`config.mk`:
```
export PLATFORM = sky130hd
export DESIGN_NAME = shift_register_right_receiver
export DESIGN_NICKNAME = d
export VERILOG_FILES = /design/src/rtl/shift_register_right_receiver.sv
export SDC_FILE = /design/constraint.sdc
export NUM_CORES = 1
export LEC_CHECK = 0
export ABC_CLOCK_PERIOD_IN_PS = 3500
export CELL_PAD_IN_SITES_DETAIL_PLACEMENT = 1
export CELL_PAD_IN_SITES_GLOBAL_PLACEMENT = 2
export CORE_MARGIN = 1.5
export CORE_UTILIZATION = 34
export CTS_BUF_LIST = sky130_fd_sc_hd__clkbuf_4 sky130_fd_sc_hd__clkbuf_8
export CTS_CLUSTER_DIAMETER = 50
export DETAILED_ROUTE_END_ITERATION = 12
export PLACE_DENSITY_LB_ADDON = 0.1
export SLEW_MARGIN = 25
export SYNTH_ARGS = -nofsm -noshare
export SYNTH_HDL_FRONTEND = slang
export SYNTH_SLANG_ARGS = --single-unit
export TNS_END_PERCENT = 100
```
`constraint.sdc`:
```
create_clock -name clk_i -period 3.5 [get_ports clk_i]
set_clock_uncertainty 0.2 [all_clocks]
set_input_delay 0.7 -clock clk_i [delete_from_list [all_inputs] [get_ports clk_i]]
set_output_delay 0.7 -clock clk_i [all_outputs]
set_load 0.02 [all_outputs]
```
`src/rtl/shift_register_right_receiver.sv`:
```
// Serial-in / parallel-out receiver for an LSB-first stream, with a held output word and valid/ack handshake.
// The next word keeps collecting while the previous one waits for ack (double-buffered).
module shift_register_right_receiver #(
  parameter int WORD_LENGTH = 8,
  localparam int CNT_WIDTH = $clog2(WORD_LENGTH + 1)
) (
  input  logic                   clk_i,
  input  logic                   reset_i,
  input  logic                   clear_i,
  input  logic                   shift_i,
  input  logic                   serial_in_i,
  input  logic                   word_ack_i,
  output logic [WORD_LENGTH-1:0] data_out_o,
  output logic                   word_valid_o,
  output logic [CNT_WIDTH-1:0]   bit_count_o,
  output logic                   overrun_o
);

  typedef enum logic {
    COLLECT = 1'b0,
    PENDING = 1'b1
  } state_t;

  state_t                 state_q, state_d;
  logic [WORD_LENGTH-1:0] sr_q, sr_d;
  logic [WORD_LENGTH-1:0] data_q, data_d;
  logic [CNT_WIDTH-1:0]   count_q, count_d;
  logic                   overrun_q, overrun_d;

  logic [WORD_LENGTH-1:0] newWord;
  logic                   lastBit;

  assign newWord = {serial_in_i, sr_q[WORD_LENGTH-1:1]};
  assign lastBit = (count_q == CNT_WIDTH'(WORD_LENGTH - 1));

  always_ff @(posedge clk_i) begin
    if (reset_i) begin
      state_q   <= COLLECT;
      sr_q      <= '0;
      data_q    <= '0;
      count_q   <= '0;
      overrun_q <= 1'b0;
    end else begin
      state_q   <= state_d;
      sr_q      <= sr_d;
      data_q    <= data_d;
      count_q   <= count_d;
      overrun_q <= overrun_d;
    end
  end

  // Clear drops the partial word and overrun but must not lose a pending word.
  always_comb begin
    state_d   = state_q;
    sr_d      = sr_q;
    data_d    = data_q;
    count_d   = count_q;
    overrun_d = overrun_q;

    if (clear_i) begin
      sr_d      = '0;
      count_d   = '0;
      overrun_d = 1'b0;
      if (word_ack_i && state_q == PENDING) begin
        state_d = COLLECT;
      end
    end else if (shift_i && lastBit) begin
      sr_d    = newWord;
      count_d = '0;
      if (state_q == COLLECT || word_ack_i) begin
        data_d  = newWord;
        state_d = PENDING;
      end else begin
        overrun_d = 1'b1;
      end
    end else begin
      if (shift_i) begin
        sr_d    = newWord;
        count_d = count_q + CNT_WIDTH'(1);
      end
      if (word_ack_i && state_q == PENDING) begin
        state_d = COLLECT;
      end
    end
  end

  assign data_out_o   = data_q;
  assign word_valid_o = (state_q == PENDING);
  assign bit_count_o  = count_q;
  assign overrun_o    = overrun_q;

endmodule

```
# Word level (Yosys, flattened, before mapping)
# Cells that the tools add are included.
[word_totals]
ff_bits = 22
inputBits = 6
word_cells = 25
[op_classes]
addsub = 1
n_eq_ne = 2
n_mux = 6
n_bitwise = 3
n_reduce_logical = 8
[ops]
columns = ["op", "count"]
rows = [
  ["two-way mux 8 bit", 2],
  ["adder 4 x 1 -> 4 bit, second input constant", 1],
  ["equality test 4 x 3 -> 1 bit, second input constant", 1],
  ["two-way mux 1 bit", 4],
  ["inequality test 3 x 2 -> 1 bit, second input constant", 1],
  ["NOT 1 bit", 3],
  ["AND reduction 3 bit", 1],
  ["OR reduction 3 bit", 1],
  ["logical AND 1 bit", 2],
  ["AND reduction 2 bit", 1],
  ["nonzero test 2 bit", 1],
  ["OR reduction 2 bit", 1],
  ["logical OR 1 bit", 1],
]

# Depth between registers and ports, before layout
# Gate-level depths: netlist (run 1).
[depth]
depth_word = 5
mapped_depth = 4
mapped_depth_nobuf = 4

# Least setup slack after synthesis (run 1)
# Ideal clock, no wire load.
[synth_timing]
kind = "reg2reg"
start = "reg count_q[0], in the netlist bit_count_o[0]"
end = "reg data_q[0], in the netlist data_out_o[0]"
setup_time_ns = 0.072
arrival_ns = 1.472
slack_ns = 1.757
path_stages_with_launch = 5
n_path_buf = 0
cell_sequence = "dfxtp_1 -> ha_1 -> nand4b_4 -> nor3_4 -> mux2i_1"
[synth_between]
elab_chain_len = 3
[synth_rtl]
columns = ["item", "line", "text"]
rows = [
  ["start, declared", "27", "logic [CNT_WIDTH-1:0] count_q, count_d;"],
  ["start signal, assigned", "47", "count_q <= count_d;"],
  ["equality test 4 x 3 -> 1 bit", "34", "assign lastBit = (count_q == CNT_WIDTH'(WORD_LENGTH - 1));"],
  ["logical AND 1 bit", "67", "end else if (shift_i && lastBit) begin"],
  ["AND reduction 3 bit (no line)", "--", ""],
  ["end signal, assigned", "46", "data_q <= data_d;"],
  ["end, declared", "26", "logic [WORD_LENGTH-1:0] data_q, data_d;"],
]
# No other way between the ends.
# A chain may end at the register's enable or synchronous reset.

# Final worst setup path (run 1)
[layout_timing]
start = "reg count_q[2], in the netlist bit_count_o[2]"
end = "out bit_count_o[2]"
[layout_rtl]
columns = ["item", "line", "text"]
rows = [
  ["end, declared", "15", "output logic [CNT_WIDTH-1:0] bit_count_o,"],
]
# No word-level cell between the ends.

==> flow_summary.rst, run 1 <==
.. list-table::
   :header-rows: 1

   * - Metric
     - Value
   * - Post-synth top area cell
     - dfxtp_1
   * - Via count of the first global-routing pass
     - 572
   * - Largest stage delay on the critical path
     - about 650 ps
   * - Multi-input logic area
     - about 440 sq um
   * - Transition time of the tightest slew-check pin
     - 510.3 ps
   * - CP cell instances
     - clkdlybuf4s50_1
   * - Pin count of the biggest net entering global routing
     - 20
   * - Peak Freq
     - approximately 430 MHz
   * - Deepest level of the CTS H-tree
     - 1
   * - Buffer cell driving the clock tree root
     - clkbuf_4
   * - Category of the worst setup path launch point
     - flip-flop
   * - Post-detail-place hpwl
     - around 1200 microns
   * - Number of standard-cell rows in the floorplan
     - 18
   * - Core Footprint
     - 0.002455 sq mm
   * - TritonCTS clock tree
     - yes
   * - Path category of the worst min-delay check
     - flip-flop to flip-flop
   * - Result of the run
     - finished clean
   * - Tcrit/Tclk final
     - about 66%
   * - Count of cell instances traversed by the critical path
     - 1
   * - Post-cts repair resize count
     - 0
   * - Ratio of routed vias to standard cells
     - 4.463
   * - Post-detailed-routing wire length
     - between 1500 and 2000 microns
   * - Number of cells in the finished layout apart from fillers
     - between 100 and 150
   * - Average detailed-routed wire length per instance
     - 11.62 microns
   * - Instance count of the mapped netlist
     - a little over 80
   * - Flop and latch count out of synthesis
     - 21
   * - Die boundary width
     - 53.61 microns
   * - Number of DRC violations after detailed routing
     - 0
   * - Register area share after synthesis
     - between 40% and 50%
   * - Kind of cell adding the most delay to the critical path
     - buffers and inverters
   * - Peak ir drop on the vdd network
     - approximately 0.00025 V
   * - Hold buffer count at CTS
     - 0
   * - Input/output buffers
     - 19
   * - Clock latency on the worst-skew pair
     - 290 ps
   * - Worst max-slew margin expressed relative to the limit
     - about two thirds
   * - Cell area after synthesis
     - just under 900 sq um
   * - Slowest cell on the critical path
     - clkdlybuf4s50_1
   * - Synth Net Count
     - 90
   * - Worst hold path stage count
     - 2
   * - CP required
     - between 2000 and 3000 ps
   * - Starting Density
     - 35.47%
   * - Maximum fanout count along the critical path
     - 4
   * - Dpl ws
     - slightly above 900 ps
   * - Layout Area Growth over Synthesis
     - 29.02%
   * - Setup Crit Path Kind
     - flip-flop to output port
   * - Height of the die
     - 53.61 microns
   * - Arrival @ worst endpoint
     - 1410 ps
   * - Number of hold-slack violations in the final timing report
     - 0
   * - TritonCTS Sinks
     - 21
   * - Number of iterations in the first detailed-routing pass
     - 4
   * - Clock-pin transition on the worst setup and hold timing paths
     - 110 ps
   * - Number of vias in the routed layout
     - between 500 and 600
   * - Initial antenna violation count
     - 0
   * - Leakage
     - just over 0.4 nW
   * - Count of yosys warnings during synthesis
     - 0
   * - GRT Total Usage
     - approximately an eighth
   * - Number of endpoints failing setup at the final stage
     - 0
   * - Leading cell types in the layout, fill and taps excluded
     - dfxtp_1 (21), clkdlybuf4s50_1 (19), nand2b_1 (16), mux2i_1 (16), nor2_1 (13)
   * - Top-level I/O count
     - 20
   * - Setup_tns
     - 0 ps
   * - Final critical path time including I/O delays and setup
     - around 2300 ps
   * - Synthesized area divided by synthesized cell count
     - approximately 10 sq um
   * - Global-route wire length before repair
     - ~2700 microns
   * - Number of distinct standard cells referenced by the synthesized netlist
     - 17
   * - Area of all sequential standard cells
     - around 420 sq um
   * - Power Dens Cells
     - about 350 mW/mm^2
   * - Crit path setup slack, layout
     - 1188 ps
   * - Residual antenna-violating net count after detailed routing
     - 0
   * - Maximum Capacitance Violations
     - 0
   * - Setup Buffers After CTS
     - 0
   * - Most common cell after layout, fill and taps aside
     - dfxtp_1
   * - Area contributors post-synth
     - dfxtp_1 (48%), mux2i_1 (18%), nand2b_1 (11%)
   * - RD Place Congestion
     - 0.6672
   * - Post-placement cell count
     - 130
   * - Depth of the worst register-to-register path
     - 4
   * - Buffers plus inverters on the worst setup path
     - 1
   * - Global route total overflow
     - 0
   * - Area share of the largest cell type after synthesis
     - between 40% and 50%
   * - Die Area
     - 0.002874 sq mm
   * - Clock buffers created by TritonCTS
     - 3
   * - Unrepaired setup endpoints after global routing
     - false
   * - Antenna diodes
     - 0
   * - # nets final
     - ~110
   * - Maximum number of buffers from clock root to sink
     - 2
   * - Fraction of final layout cells with drive strength greater than 1
     - a little under 8%
   * - Fillers
     - ~280
   * - Slew Limit Fails
     - 0
   * - Detailed router's first-iteration violation count
     - 2
   * - Critical path capture point type
     - output port
## worst min-delay path, cell delays in order (launching register included)
cell and delay (ps):
dfxtp_1 320, nand2b_1 60, mux2i_1 60
## per-layer routing
metal | vias up | track usage (%) | wire (microns)
li1 | 313 | - | -
met1 | 275 | 18.51 | 823
met2 | 10 | 18.52 | 684
met3 | 0 | 5.000 | 49
met4 | 0 | 3.846 | 0
met5 | - | 0 | 0
## through the flow
step	instance area [sq um]	utilization [%]	total power, W	hold slack, ps
2_1_floorplan	870.8	-	0.0002612	250.6
3_3_place_gp	1094	44.55	0.0002731	250.0
3_5_place_dp	1094	44.55	0.0002735	265.7
4_1_cts	1124	45.77	0.0003943	286.8
5_1_grt	1124	45.77	0.0004104	299.8
6_report	1124	45.77	0.0003880	279.2
## final timing paths
path                                    start                    endpoint  slack (ps)
hold / removal     data_out_o[7]$_SDFFE_PP0P_  data_out_o[7]$_SDFFE_PP0P_         280
setup reg to reg  bit_count_o[0]$_SDFFE_PP0P_  data_out_o[3]$_SDFFE_PP0P_        1720
setup / recovery  bit_count_o[2]$_SDFFE_PP0P_              bit_count_o[2]        1190
hold reg to reg    data_out_o[7]$_SDFFE_PP0P_  data_out_o[7]$_SDFFE_PP0P_         280
## cells in the mapped netlist
cell and n:
dfxtp_1 21, mux2i_1 16, nand2b_1 16, nor2_1 13
clkbuf_1 2, nand2_1 2, nor2b_1 2, xor2_1 2
buf_2 1, ha_1 1, nand4_1 1, nand4b_4 1
nor3_4 1, o21a_1 1, o21ba_2 1, or2_1 1
xnor2_1 1
## sequential cells by signal, summed over array words and instances, names as in the netlist
register      cells
word_valid_o      1
sr_q              7
overrun_o         1
bit_count_o       4
data_out_o        8
## power breakdown
group	switching, W	internal (W)	leakage [nW]	total [W]
clock network	0.0000684	0.0000521	0.0184	0.000120
logic	0.0000119	0.0000140	0.221	0.0000259
registers	0.00000138	0.000240	0.169	0.000242
## final cells by class
cell class                 instances  share of cell area [%]
tap                               30                   3.341
clock buffer                       4                   2.673
timing repair buffer              20                   17.59
sequential                        21                   37.42
multi-input combinational         59                   38.98
## kinds of logic after synthesis
kind of cell             share of synthesized area, %
AND/OR/NAND/NOR                                 25.43
flip-flops                                      48.28
multiplexers                                    18.39
XOR/XNOR                                        3.018
buffers and inverters                           1.437
AO/OA/AOI/OAI                                   2.012
adder cells (fa/ha/maj)                         1.437
(Power assumes the default switching activity.)
==> inputs of run 2 (changes only) <==
--- a/config.mk
+++ b/config.mk
@@ -5,11 +5,11 @@
 export SDC_FILE = /design/constraint.sdc
 export NUM_CORES = 1
 export LEC_CHECK = 0
-export ABC_CLOCK_PERIOD_IN_PS = 3500
+export ABC_CLOCK_PERIOD_IN_PS = 2200
 export CELL_PAD_IN_SITES_DETAIL_PLACEMENT = 1
 export CELL_PAD_IN_SITES_GLOBAL_PLACEMENT = 2
 export CORE_MARGIN = 1.5
-export CORE_UTILIZATION = 34
+export CORE_UTILIZATION = 31
 export CTS_BUF_LIST = sky130_fd_sc_hd__clkbuf_4 sky130_fd_sc_hd__clkbuf_8
 export CTS_CLUSTER_DIAMETER = 50
 export DETAILED_ROUTE_END_ITERATION = 12
==> constraint.sdc (replaced) <==
create_clock -name clk_i -period 2.2 [get_ports clk_i]
set_clock_uncertainty 0.2 [all_clocks]
set_input_delay 0.44 -clock clk_i [delete_from_list [all_inputs] [get_ports clk_i]]
set_output_delay 0.44 -clock clk_i [all_outputs]
set_load 0.02 [all_outputs]
==> run 2 against run 1 <==
Setup slack got worse by 1000 ps. Count of clock-buffer cells in the layout decreased by 1. Worst hold slack improved by 3.3 ps. Clock power is 58% higher. Largest cell class unchanged. Largest power group unchanged.
==> flow_summary.rst, run 2 (synthesis gave the netlist of run 1 again) <==
.. list-table::
   :header-rows: 1

   * - Metric
     - Value
   * - Result of the run
     - finished clean
   * - Number of standard-cell rows in the floorplan
     - 19
   * - Category of the worst setup path launch point
     - flip-flop
   * - Die boundary width
     - ~56 microns
   * - Post-detailed-routing wire length
     - about 1700 microns
   * - Largest stage delay on the critical path
     - 650 ps
   * - Clock latency on the worst-skew pair
     - 310 ps
   * - Maximum fanout count along the critical path
     - 4
   * - Kind of cell adding the most delay to the critical path
     - buffers and inverters
   * - Die Area
     - 0.003136 sq mm
   * - Detailed router's first-iteration violation count
     - 12
   * - Crit path setup slack, layout
     - ~140 ps
   * - Buffer cell driving the clock tree root
     - clkbuf_4
   * - Number of cells in the finished layout apart from fillers
     - approximately 140
   * - Layout Area Growth over Synthesis
     - 30.60%
   * - Initial antenna violation count
     - 0
   * - Met2 routing resource usage after global routing
     - between 20% and 30%
   * - GRT Total Usage
     - around an eighth
   * - Setup Buffers After CTS
     - 0
   * - Dpl ws
     - about 200 ps
   * - Post-detail-place hpwl
     - between 1000 and 1500 microns
   * - Top Usage Layer GRT
     - met2
   * - Maximum Capacitance Violations
     - 0
   * - Most common cell after layout, fill and taps aside
     - dfxtp_1
   * - Transition time of the tightest slew-check pin
     - between 300 and 400 ps
   * - Fraction of final layout cells with drive strength greater than 1
     - 9.434%
   * - TritonCTS clock tree
     - yes
   * - Post-DP Area
     - approximately 0.0011 sq mm
   * - Post-cts repair resize count
     - 0
   * - Unrepaired setup endpoints after global routing
     - false
   * - Global-route wire length before repair
     - approximately 3100 microns
   * - Hold buffer count at CTS
     - 0
   * - Number of DRC violations after detailed routing
     - 0
   * - CP cell instances
     - clkdlybuf4s50_1
   * - Top-level I/O count
     - 20
   * - Buffers plus inverters on the worst setup path
     - 1
   * - Leakage
     - 0.4179 nW
   * - Tcrit/Tclk final
     - between 90% and 100%
   * - Pin count of the biggest net entering global routing
     - 16
   * - Met3 layer usage reported by global route
     - about 2.3%
   * - Cell area after layout
     - 0.001137 sq mm
   * - Residual antenna-violating net count after detailed routing
     - 0
   * - Met1 Use GR
     - approximately 16%
   * - # nets final
     - 114
   * - Average detailed-routed wire length per instance
     - approximately 12 microns
   * - Arrival @ worst endpoint
     - approximately 1400 ps
   * - Core Footprint
     - around 0.0027 sq mm
   * - Starting Density
     - around a third
   * - Peak ir drop on the vdd network
     - between 0.0002 and 0.0003 V
   * - Final critical path time including I/O delays and setup
     - about 2100 ps
   * - Leading cell types in the layout, fill and taps excluded
     - dfxtp_1 (21), clkdlybuf4s50_1 (19), nand2b_1 (16), mux2i_1 (16), nor2_1 (13)
   * - Global route total overflow
     - 0
   * - Number of hold-slack violations in the final timing report
     - 0
   * - Height of the die
     - around 56 microns
   * - Input/output buffers
     - 19
   * - Via count of the first global-routing pass
     - roughly 670
   * - Deepest level of the CTS H-tree
     - 1
   * - Maximum number of buffers from clock root to sink
     - 2
   * - Slowest cell on the critical path
     - clkdlybuf4s50_1
   * - Worst max-slew margin expressed relative to the limit
     - approximately 77%
   * - Peak Freq
     - 485.4 MHz
   * - Number of iterations in the first detailed-routing pass
     - 3
   * - Path category of the worst min-delay check
     - flip-flop to flip-flop
   * - Setup_tns
     - 0 ps
   * - Clock buffers created by TritonCTS
     - 3
   * - Ratio of routed vias to standard cells
     - 4.562
   * - Critical path capture point type
     - output port
   * - Number of endpoints failing setup at the final stage
     - 0
   * - Clock-pin transition on the worst setup and hold timing paths
     - between 100 and 150 ps
   * - CP required
     - approximately 1600 ps
   * - Flip-flop count of the largest register after layout
     - 8
   * - Post-placement cell count
     - 133
   * - TritonCTS Sinks
     - 21
   * - Antenna diodes
     - 0
   * - Power Dens Cells
     - ~540 mW/mm^2
   * - Setup Crit Path Kind
     - flip-flop to output port
   * - Slew Limit Fails
     - 0
   * - RD Place Congestion
     - ~0.64
   * - Total power of the final layout
     - about 0.0006 W
   * - Number of vias in the routed layout
     - 625
## run 2: changes by cell type in the layout (fill, tap and decap cells not counted), sizes merged
cell and delta:
buf +2, clkbuf -1, clkinv +1
## run 2: metrics by stage
| step | hold WS (ps) | util (%) |
|---|---|---|
| 6_report | 282.5 | 41.97 |
| 5_1_grt | 308.5 | 41.97 |
| 4_1_cts | 290.7 | 41.97 |
| 3_5_place_dp | 263.5 | 40.95 |
| 3_3_place_gp | 250.9 | 40.95 |
| 2_1_floorplan | 250.6 | - |
## run 2: power breakdown
| group | switching (W) | total (W) | internal, W |
|---|---|---|---|
| logic | 0.0000198 | 0.0000431 | 0.0000233 |
| clock network | 0.000121 | 0.000189 | 0.0000678 |
| registers | 0.00000230 | 0.000385 | 0.000382 |
| total | 0.000143 | 0.000617 | 0.000473 |
## run 2: final cells by class
cell class / instances / area (sq um)
clock buffer: 3 / 22.52
tap: 31 / 38.79
clock inverter: 1 / 5.005
timing repair buffer: 22 / 212.7
multi-input combinational: 59 / 437.9
sequential: 21 / 420.4
fill: 323 / 1573
## run 2: layer usage
layer  wire length [microns]  share of wire (%)
met1                     822                 48
met2                     793                 46
met3                      58                3.4
met4                      35                2.0
met5                       0                  0
## run 2: worst paths after layout
| path | startpoint | to | slack, ps | depth (start not counted) |
|---|---|---|---|---|
| worst max-delay path | bit_count_o[2]$_SDFFE_PP0P_ | bit_count_o[2] | 140 | 1 |
| worst min-delay path | data_out_o[2]$_SDFFE_PP0P_ | data_out_o[2]$_SDFFE_PP0P_ | 280 | 2 |
| worst min register to register | data_out_o[2]$_SDFFE_PP0P_ | data_out_o[2]$_SDFFE_PP0P_ | 280 | 2 |
| worst max register to register | bit_count_o[0]$_SDFFE_PP0P_ | data_out_o[1]$_SDFFE_PP0P_ | 550 | 5 |
## run 2: worst register-to-register path, stage by stage (launching register included)
cell	delay [ps]
dfxtp_1	420
ha_1	250
nand4b_4	140
nor3_4	170
buf_4	210
mux2i_1	200
==> inputs of run 3 (changes only) <==
--- a/config.mk
+++ b/config.mk
@@ -13,7 +13,9 @@
 export CTS_BUF_LIST = sky130_fd_sc_hd__clkbuf_4 sky130_fd_sc_hd__clkbuf_8
 export CTS_CLUSTER_DIAMETER = 50
 export DETAILED_ROUTE_END_ITERATION = 12
+export MAX_ROUTING_LAYER = met4
 export PLACE_DENSITY_LB_ADDON = 0.1
+export SKIP_CTS_REPAIR_TIMING = 1
 export SLEW_MARGIN = 25
 export SYNTH_ARGS = -nofsm -noshare
 export SYNTH_HDL_FRONTEND = slang
==> run 3 against run 2 <==
Worst hold slack hardly changed. Via count is 0.32% higher. Die area is the same. Routed wire length is 0.12% higher. Total power about the same. Critical path type unchanged. Critical endpoint unchanged. Largest power group unchanged. Highest routed layer unchanged.
==> flow_summary.rst, run 3 (synthesis gave the netlist of run 1 again) <==
.. list-table::
   :header-rows: 1

   * - Metric
     - Value
   * - Number of endpoints failing setup at the final stage
     - 0
   * - Power Dens Cells
     - between 500 and 600 mW/mm^2
   * - Starting Density
     - about a third
   * - Ratio of routed vias to standard cells
     - between 4 and 5
   * - Number of iterations in the first detailed-routing pass
     - 3
   * - Global route total overflow
     - 0
   * - Peak ir drop on the vdd network
     - 0.0002656 V
   * - Utilization after layout
     - between 40% and 50%
   * - Setup_tns
     - 0 ps
   * - Startpoint of the lowest-slack register-to-register path
     - bit_count_o[0]$_SDFFE_PP0P_
   * - Number of hold-slack violations in the final timing report
     - 0
   * - Number of vias in the routed layout
     - between 600 and 700
   * - Worst max-slew margin expressed relative to the limit
     - slightly below 80%
   * - Deepest level of the CTS H-tree
     - 1
   * - Timing startpoint of the critical path
     - bit_count_o[2]$_SDFFE_PP0P_
   * - Number of DRC violations after detailed routing
     - 0
   * - Clock buffers created by TritonCTS
     - 3
   * - Fillers
     - approximately 320
   * - Path category of the worst min-delay check
     - flip-flop to flip-flop
   * - Post-detailed-routing wire length
     - roughly 1700 microns
   * - Transition time of the tightest slew-check pin
     - between 300 and 400 ps
   * - Flip-flop count of the largest register after layout
     - 8
   * - Buffers plus inverters on the worst setup path
     - 1
   * - Multi-input logic area
     - approximately 440 sq um
   * - Tcrit/Tclk final
     - between 90% and 100%
   * - Via count of the first global-routing pass
     - between 600 and 700
   * - Global-route wire length before repair
     - 3118 microns
   * - Die boundary width
     - 56 microns
   * - Worst hold path stage count
     - 2
   * - Total power of the final layout
     - a little over 0.0006 W
   * - RD Place Congestion
     - 0.6421
   * - Core Footprint
     - 0.002710 sq mm
   * - TritonCTS Sinks
     - 21
   * - Height of the die
     - ~56 microns
   * - Slew Limit Fails
     - 0
   * - CP cell instances
     - clkdlybuf4s50_1
   * - Maximum Capacitance Violations
     - 0
   * - Area of all sequential standard cells
     - 420.4 sq um
   * - Top-level I/O count
     - 20
   * - Residual antenna-violating net count after detailed routing
     - 0
   * - Arrival @ worst endpoint
     - ~1400 ps
   * - Antenna diodes
     - 0
   * - Slowest cell on the critical path
     - clkdlybuf4s50_1
   * - Initial antenna violation count
     - 0
   * - Result of the run
     - finished clean
   * - Launch instance of the worst min-delay path
     - data_out_o[2]$_SDFFE_PP0P_
   * - Clock latency on the worst-skew pair
     - 310 ps
   * - CP required
     - ~1600 ps
   * - Endpoint of the worst register-to-register path
     - data_out_o[1]$_SDFFE_PP0P_
   * - TritonCTS clock tree
     - yes
   * - Hold Path Sink
     - data_out_o[2]$_SDFFE_PP0P_
   * - Crit path setup slack, layout
     - about 140 ps
   * - Critical path capture point type
     - output port
   * - # nets final
     - roughly 110
   * - Peak Freq
     - 485.7 MHz
   * - Largest stage delay on the critical path
     - around 650 ps
   * - Leading cell types in the layout, fill and taps excluded
     - dfxtp_1 (21), clkdlybuf4s50_1 (19), nand2b_1 (16), mux2i_1 (16), nor2_1 (13)
   * - Layout Area Growth over Synthesis
     - 30.60%
   * - Maximum number of buffers from clock root to sink
     - 2
   * - Leakage
     - between 0.4 and 0.5 nW
   * - Unrepaired setup endpoints after global routing
     - false
   * - Detailed router's first-iteration violation count
     - 3
   * - Category of the worst setup path launch point
     - flip-flop
   * - Maximum fanout count along the critical path
     - 4
   * - GRT Total Usage
     - 13.23%
   * - Number of standard-cell rows in the floorplan
     - 19
   * - Input/output buffers
     - 19
   * - Clock-pin transition on the worst setup and hold timing paths
     - 120 ps
   * - Post-detail-place hpwl
     - between 1000 and 1500 microns
   * - Kind of cell adding the most delay to the critical path
     - buffers and inverters
   * - Depth of the worst register-to-register path
     - 5
   * - Most common cell after layout, fill and taps aside
     - dfxtp_1
   * - Average detailed-routed wire length per instance
     - approximately 12 microns
   * - Pin count of the biggest net entering global routing
     - 16
   * - Fraction of final layout cells with drive strength greater than 1
     - 9.434%
   * - Final critical path time including I/O delays and setup
     - between 2000 and 2500 ps
   * - Die Area
     - between 0.003 and 0.004 sq mm
   * - Buffer cell driving the clock tree root
     - clkbuf_4
   * - Setup Crit Path Kind
     - flip-flop to output port
   * - Setup slack on the worst flop-to-flop path
     - about 550 ps
   * - Dpl ws
     - ~200 ps
==> run 3: cell counts in the layout (fill, tap and decap cells not counted) <==
Identical to the previous run, type by type.
==> run 3: worst max-delay path by stage <==
stage,to,slack [ps],cells after the start
finish,bit_count_o[2],140,1
global route,bit_count_o[2],60,1
CTS,bit_count_o[2],110,1
floorplan,data_out_o[0]$_SDFFE_PP0P_,460,4
detailed placement,data_out_o[5]$_SDFFE_PP0P_,200,5
global placement,data_out_o[1]$_SDFFE_PP0P_,220,5
==> run 3: layer usage <==
layer	track usage, %	up-vias	wire length [microns]
li1	-	320	-
met1	16.47	290	818
met2	20.50	13	805
met3	2.093	4	51
met4	7.143	0	34
met5	-	-	0
==> run 3: where the power goes <==
group          switching, W  internal, W
logic             0.0000197    0.0000233
registers        0.00000230     0.000382
clock network      0.000121    0.0000678
total              0.000143     0.000473
==> run 3: metrics by stage <==
step | hold WS, ps | cell area [sq um] | instances
2_1_floorplan | 250.6 | 870.8 | 83
3_3_place_gp | 250.9 | 1110 | 133
3_5_place_dp | 263.5 | 1110 | 133
4_1_cts | 290.7 | 1137 | 137
5_1_grt | 308.5 | 1137 | 137
6_report | 282.5 | 1137 | 137
==> run 3: cell type report <==
type | instances | area share (%)
clock buffers | 3 | 1.980
flip-flops and latches | 21 | 36.96
repair buffers | 22 | 18.70
clock inverters | 1 | 0.4400
well taps | 31 | 3.410
multi-input cells | 59 | 38.50
